**src/rtl/pwm_pkg.sv**
```systemverilog
// rtl/pwm_pkg.sv - shared widths and constants for the PWM peripheral
package pwm_pkg;
   localparam int         PWM_CNT_W            = 8;
   localparam logic [7:0] DUTY_FULL            = 8'hFF;
   localparam int         PRESCALE_DIV_DEFAULT = 3000;
   localparam int         OUT_W                = 16;

   // Full-scale duty is forced high so the 255->0 wrap never glitches low.
   function automatic logic pwm_level_f(input logic [PWM_CNT_W-1:0] cnt,
                                        input logic [PWM_CNT_W-1:0] duty);
      return (duty == DUTY_FULL) || (cnt < duty);
   endfunction
endpackage

```
**src/rtl/pwm_timebase.sv**
```systemverilog
// rtl/pwm_timebase.sv - prescaler, 8-bit PWM counter and period_start pulse
module pwm_timebase
   import pwm_pkg::*;
#(
   parameter int PRESCALE_DIV = PRESCALE_DIV_DEFAULT
) (
   input  logic                 clk,
   input  logic                 rst,
   output logic [PWM_CNT_W-1:0] pwm_cnt,
   output logic                 wrap,
   output logic                 period_start
);
   logic                 tick;
   logic [PWM_CNT_W-1:0] pwm_cnt_q, pwm_cnt_d;
   logic                 period_start_q, period_start_d;

   generate
      if (PRESCALE_DIV == 1) begin : g_no_presc
         assign tick = 1'b1;
      end else begin : g_presc
         localparam int PW = $clog2(PRESCALE_DIV);
         logic [PW-1:0] presc_q, presc_d;

         assign tick = (presc_q == PW'(PRESCALE_DIV - 1));

         always_comb begin
            presc_d = presc_q + 1'b1;
            if (tick) presc_d = '0;
         end

         always_ff @(posedge clk) begin
            if (rst) presc_q <= '0;
            else     presc_q <= presc_d;
         end
      end
   endgenerate

   always_comb begin
      wrap           = tick && (pwm_cnt_q == '1);
      pwm_cnt_d      = tick ? pwm_cnt_q + 1'b1 : pwm_cnt_q;
      period_start_d = wrap;
   end

   always_ff @(posedge clk) begin
      if (rst) begin
         pwm_cnt_q      <= '0;
         period_start_q <= 1'b0;
      end else begin
         pwm_cnt_q      <= pwm_cnt_d;
         period_start_q <= period_start_d;
      end
   end

   assign pwm_cnt      = pwm_cnt_q;
   assign period_start = period_start_q;
endmodule

```
**src/rtl/pwm_peripheral.sv**
```systemverilog
// rtl/pwm_peripheral.sv - 16-pin PWM/GPIO output block
// PWM_DUTY_SHADOW_EN: latch duty only at the period wrap.
module pwm_peripheral
   import pwm_pkg::*;
#(
   parameter int PRESCALE_DIV = PRESCALE_DIV_DEFAULT
) (
   input  logic        clk,
   input  logic        rst,
   input  logic [7:0]  en_reg_out_7_0,
   input  logic [7:0]  en_reg_out_15_8,
   input  logic [7:0]  en_reg_pwm_7_0,
   input  logic [7:0]  en_reg_pwm_15_8,
   input  logic [7:0]  pwm_duty_cycle,
   output logic [15:0] out,
   output logic        period_start
);
   logic [PWM_CNT_W-1:0] pwm_cnt;
   logic                 wrap;
   logic [PWM_CNT_W-1:0] duty_act;
   logic                 pwm_level;
   logic [OUT_W-1:0]     en_out, en_pwm;
   logic [OUT_W-1:0]     out_q, out_d;

   pwm_timebase #(.PRESCALE_DIV(PRESCALE_DIV)) u_timebase (
      .clk          (clk),
      .rst          (rst),
      .pwm_cnt      (pwm_cnt),
      .wrap         (wrap),
      .period_start (period_start)
   );

`ifdef PWM_DUTY_SHADOW_EN
   logic [PWM_CNT_W-1:0] duty_act_q, duty_act_d;

   always_comb begin
      duty_act_d = duty_act_q;
      if (wrap) duty_act_d = pwm_duty_cycle;
   end

   always_ff @(posedge clk) begin
      if (rst) duty_act_q <= '0;
      else     duty_act_q <= duty_act_d;
   end

   assign duty_act = duty_act_q;
`else
   logic unused_wrap;
   assign unused_wrap = wrap;
   assign duty_act    = pwm_duty_cycle;
`endif

   always_comb begin
      en_out    = {en_reg_out_15_8, en_reg_out_7_0};
      en_pwm    = {en_reg_pwm_15_8, en_reg_pwm_7_0};
      pwm_level = pwm_level_f(pwm_cnt, duty_act);
      out_d     = en_out & (~en_pwm | {OUT_W{pwm_level}});
   end

   always_ff @(posedge clk) begin
      if (rst) out_q <= '0;
      else     out_q <= out_d;
   end

   assign out = out_q;
endmodule

```
**config.mk**
```make
export PLATFORM = sky130hd
export DESIGN_NAME = pwm_peripheral
export DESIGN_NICKNAME = d
export VERILOG_FILES = /design/src/rtl/pwm_pkg.sv /design/src/rtl/pwm_timebase.sv /design/src/rtl/pwm_peripheral.sv
export SDC_FILE = /design/constraint.sdc
export NUM_CORES = 1
export LEC_CHECK = 0
export BUFFER_PORTS_ARGS = -buffer_cell sky130_fd_sc_hd__buf_2
export CAP_MARGIN = 20
export CORE_MARGIN = 4
export CORE_UTILIZATION = 52
export CTS_CLUSTER_SIZE = 8
export DETAILED_ROUTE_END_ITERATION = 8
export PLACE_DENSITY_LB_ADDON = 0.05
export SYNTH_ARGS = -nofsm -noshare
export SYNTH_HDL_FRONTEND = slang
export SYNTH_SLANG_ARGS = --single-unit
```
**constraint.sdc**
```tcl
create_clock -name clk -period 3.1 [get_ports clk]
set_clock_uncertainty 0.1 [all_clocks]
set_input_delay 0.155 -clock clk [delete_from_list [all_inputs] [get_ports clk]]
set_output_delay 0.155 -clock clk [all_outputs]
set_load 0.02 [all_outputs]
```
==> run metrics <==
run status=complete, no violations; unrepaired setup endpoints after global routing=no; final worst slack=roughly 240 ps; P_int=0.000663 W; vias in the first global route=1636; share of cells above drive strength 1=0.250; Die Ht=around 64 µm; Post-synth EDFFs=0; Max-Cap Viols=0; Fillers=between 200 and 250; clock sinks=37; clock share of power=0.292; CTS Root Cell=clkbuf_4; Yosys reg bits=37; GRT overflow=0; Detailed Routing Iterations Pass 1=4; Max Fclk=between 300 and 400 MHz; Crit. Startpoint=u_timebase.pwm_cnt[6]$_SDFFE_PP0P_; Slew @ Worst Pin=between 1000 and 1500 ps; crit path buf inv count=1; crit path max fanout=16; Post-synth ARST share=0; Layout Cells excl Fill=316; Vias/cell=about 5; port buffer count=58; largest stage delay on the critical path=~900 ps; CTS max path bufs=2; Power Dens Cells=about 380 nW/µm²; Switch Pwr=roughly 0.00021 W; Primary FF master, synth=dfxtp_1; Die X-Extent=63.9 µm; placed inst area=between 1500 and 2000 µm²; DRT iter0 DRCs=89; Die Area=about 4100 µm²; area growth from synthesis to layout=43.2%; register area share after synthesis=0.455; Remaining DRCs=0; Skew-Pair Late Insertion Delay=330 ps; Setup crit end kind=register; Peak VDD IR=about 0.0003 V; core area=about 3000 µm²; synth warn=0; Slowest-stage cell, CP=o32ai_2; Final ANT Viol Nets=0; syn_nets=about 230; leakage=approximately 1.1 nW; Worst Setup Start Kind=register; relative max-transition margin=0.321; fin nets=approximately 320; post-DR wirelength/cell=13.5 µm; final critical-path share of the clock period=0.923; Comb power frac=0.141; Worst Path Class, Setup=reg2reg; CTS Buf Count=5; Arr. time, crit path=~3000 ps; r2r setup slk=roughly 240 ps; GRT Util Overall=0.221; pre-CTS WS=between 800 and 900 ps; Yosys cell types=31; Final Hold Fails=0; Row Count=20; fin area=2330 µm²; initial antenna violation count=0; worst r2r src=u_timebase.pwm_cnt[6]$_SDFFE_PP0P_; Vias=between 1500 and 2000; final slew viol count=0; register share of total power=0.567; H-tree depth=2; fin crit period=~2900 ps; Syn Std Cell Area=roughly 1600 µm²; Hold Slack=around 130 ps; worst hold start=rst; clock-pin slew on the worst setup and hold paths=110 ps; Starting Density=0.537; average size of a mapped cell=8.99 µm²; HPWL after DPL=~2600 µm; Hold Path Class=in2reg; Cell Count Post-Placement=approximately 280; cell count after synthesis=181; largest net degree at the start of global routing=28; Sw Ratio=0.243; antenna cells=0; I/O Pins=a little under 60; family with the most delay on the worst path=compound AO/OA/AOI/OAI gates; CTS tree=yes; # setup viols final=0; Total Wirelength=between 4000 and 5000 µm; final setup TNS=0 ps; Worst Path Required=around 3200 ps; global-route wire length before repair=7070 µm; setup bufs post-CTS=0; CP cell instances=ha_1 -> and4_1 -> o21ai_0 -> o32ai_2 -> a21oi_1 -> dlygate4sd3_1; Final Wtd Congestion=approximately 0.87
-- stage by stage --
step           power [W]  utilization
5_1_grt         0.000920        0.769
3_5_place_dp    0.000595        0.644
6_report        0.000876        0.769
2_1_floorplan   0.000551            -
3_3_place_gp    0.000591        0.644
4_1_cts         0.000876        0.769
-- area by class of cell --
class                   count  area [µm²]  share of cell area
clock buffers               6        51.3              0.0220
clock inverters             1        7.51             0.00322
inverters                  11        41.3              0.0177
multi-input cells         127         822               0.353
flip-flops and latches     37         741               0.318
well taps                  44        55.1              0.0236
repair buffers             90         611               0.262
-- worst register-to-register path, delay by kind of cell, from the launching register on --
family                     cells  cell delay [ps]
AOI/OAI and AO/OA              3             1190
buffers and inverters          1              630
DFF                            1              350
adders and majority gates      1              320
and+or+nand+nor                1              170
-- sequential cells by signal, indices dropped and copies added, names as in the netlist --
signal	flops
u_timebase.g_presc.presc_q	12
out	16
u_timebase.period_start	1
u_timebase.pwm_cnt	8
-- cells by family (layout without fill, tap and decap cells) --
logic type               Yosys count  count (layout)  share of synthesized area
AO/OA/AOI/OAI                     31              31                      0.111
XOR/XNOR                          13              13                     0.0700
flip-flops                        37              37                      0.455
buffers and inverters             17             108                     0.0438
adder cells (fa/ha/maj)            9               9                     0.0692
AND/OR/NAND/NOR                   73              73                      0.245
multiplexers                       1               1                    0.00615
-- per-layer routing --
| metal | share of wire | global-route usage | wire [µm] | vias up |
|---|---|---|---|---|
| li1 | - | - | - | 806 |
| met1 | 0.39 | 0.226 | 1650 | 766 |
| met2 | 0.54 | 0.422 | 2310 | 40 |
| met3 | 0.056 | 0.0650 | 240 | 6 |
| met4 | 0.013 | 0.0674 | 54 | 0 |
| met5 | 0 | 0 | 0 | - |
-- worst paths after layout --
check | end | cells after the start
worst max-delay path | out[13]$_SDFF_PP0_ | 6
worst min register to register | u_timebase.g_presc.presc_q[0]$_SDFF_PP0_ | 1
worst min-delay path | u_timebase.pwm_cnt[3]$_SDFFE_PP0P_ | 2
worst max register to register | out[13]$_SDFF_PP0_ | 6
-- cells in the mapped netlist (all sizes together) (2+ instances only) --
| library cell | n | area [µm²] |
|---|---|---|
| a21oi | 21 | 105 |
| clkbuf | 5 | 18.8 |
| dfxtp | 37 | 741 |
| ha | 9 | 113 |
| inv | 11 | 41.3 |
| nand2 | 6 | 22.5 |
| nand2b | 17 | 106 |
| nand3 | 7 | 35.0 |
| nand3b | 2 | 15.0 |
| nand4 | 4 | 25.0 |
| nor2 | 21 | 78.8 |
| nor3 | 3 | 15.0 |
| nor4 | 4 | 25.0 |
| o21ai | 2 | 10.0 |
| o31ai | 3 | 22.5 |
| or3 | 2 | 18.8 |
| or4 | 3 | 22.5 |
| xnor2 | 10 | 87.6 |
| xor2 | 3 | 26.3 |
-- cell usage in the layout (no fill, tap or decap), drive strengths merged, types with 4 or more instances in the layout --
cell         Yosys  final
dlygate4sd3      0     32
nand2b          17     17
clkbuf           5      6
dfxtp           37     37
buf              1     58
nor2            21     21
inv             11     11
nor4             4      4
a21oi           21     21
xnor2           10     10
nand3            7      7
nand4            4      4
ha               9      9
nand2            6      6
-- timing repair --
action | CTS | global route
endpoints found under the hold margin | 16 | 0
resized for setup | 0 | 0
hold buffers | 32 | 0
-- power by group through the flow --
| stage | clock network (W) | logic, W | registers [W] |
|---|---|---|---|
| after floorplan | 0 | 0.0000301 | 0.000521 |
| after global placement | 0 | 0.0000853 | 0.000506 |
| after detailed placement | 0 | 0.0000891 | 0.000506 |
| after CTS | 0.000260 | 0.000120 | 0.000495 |
| after global routing | 0.000287 | 0.000134 | 0.000498 |
| final | 0.000255 | 0.000124 | 0.000497 |
(Power assumes the default switching activity.)
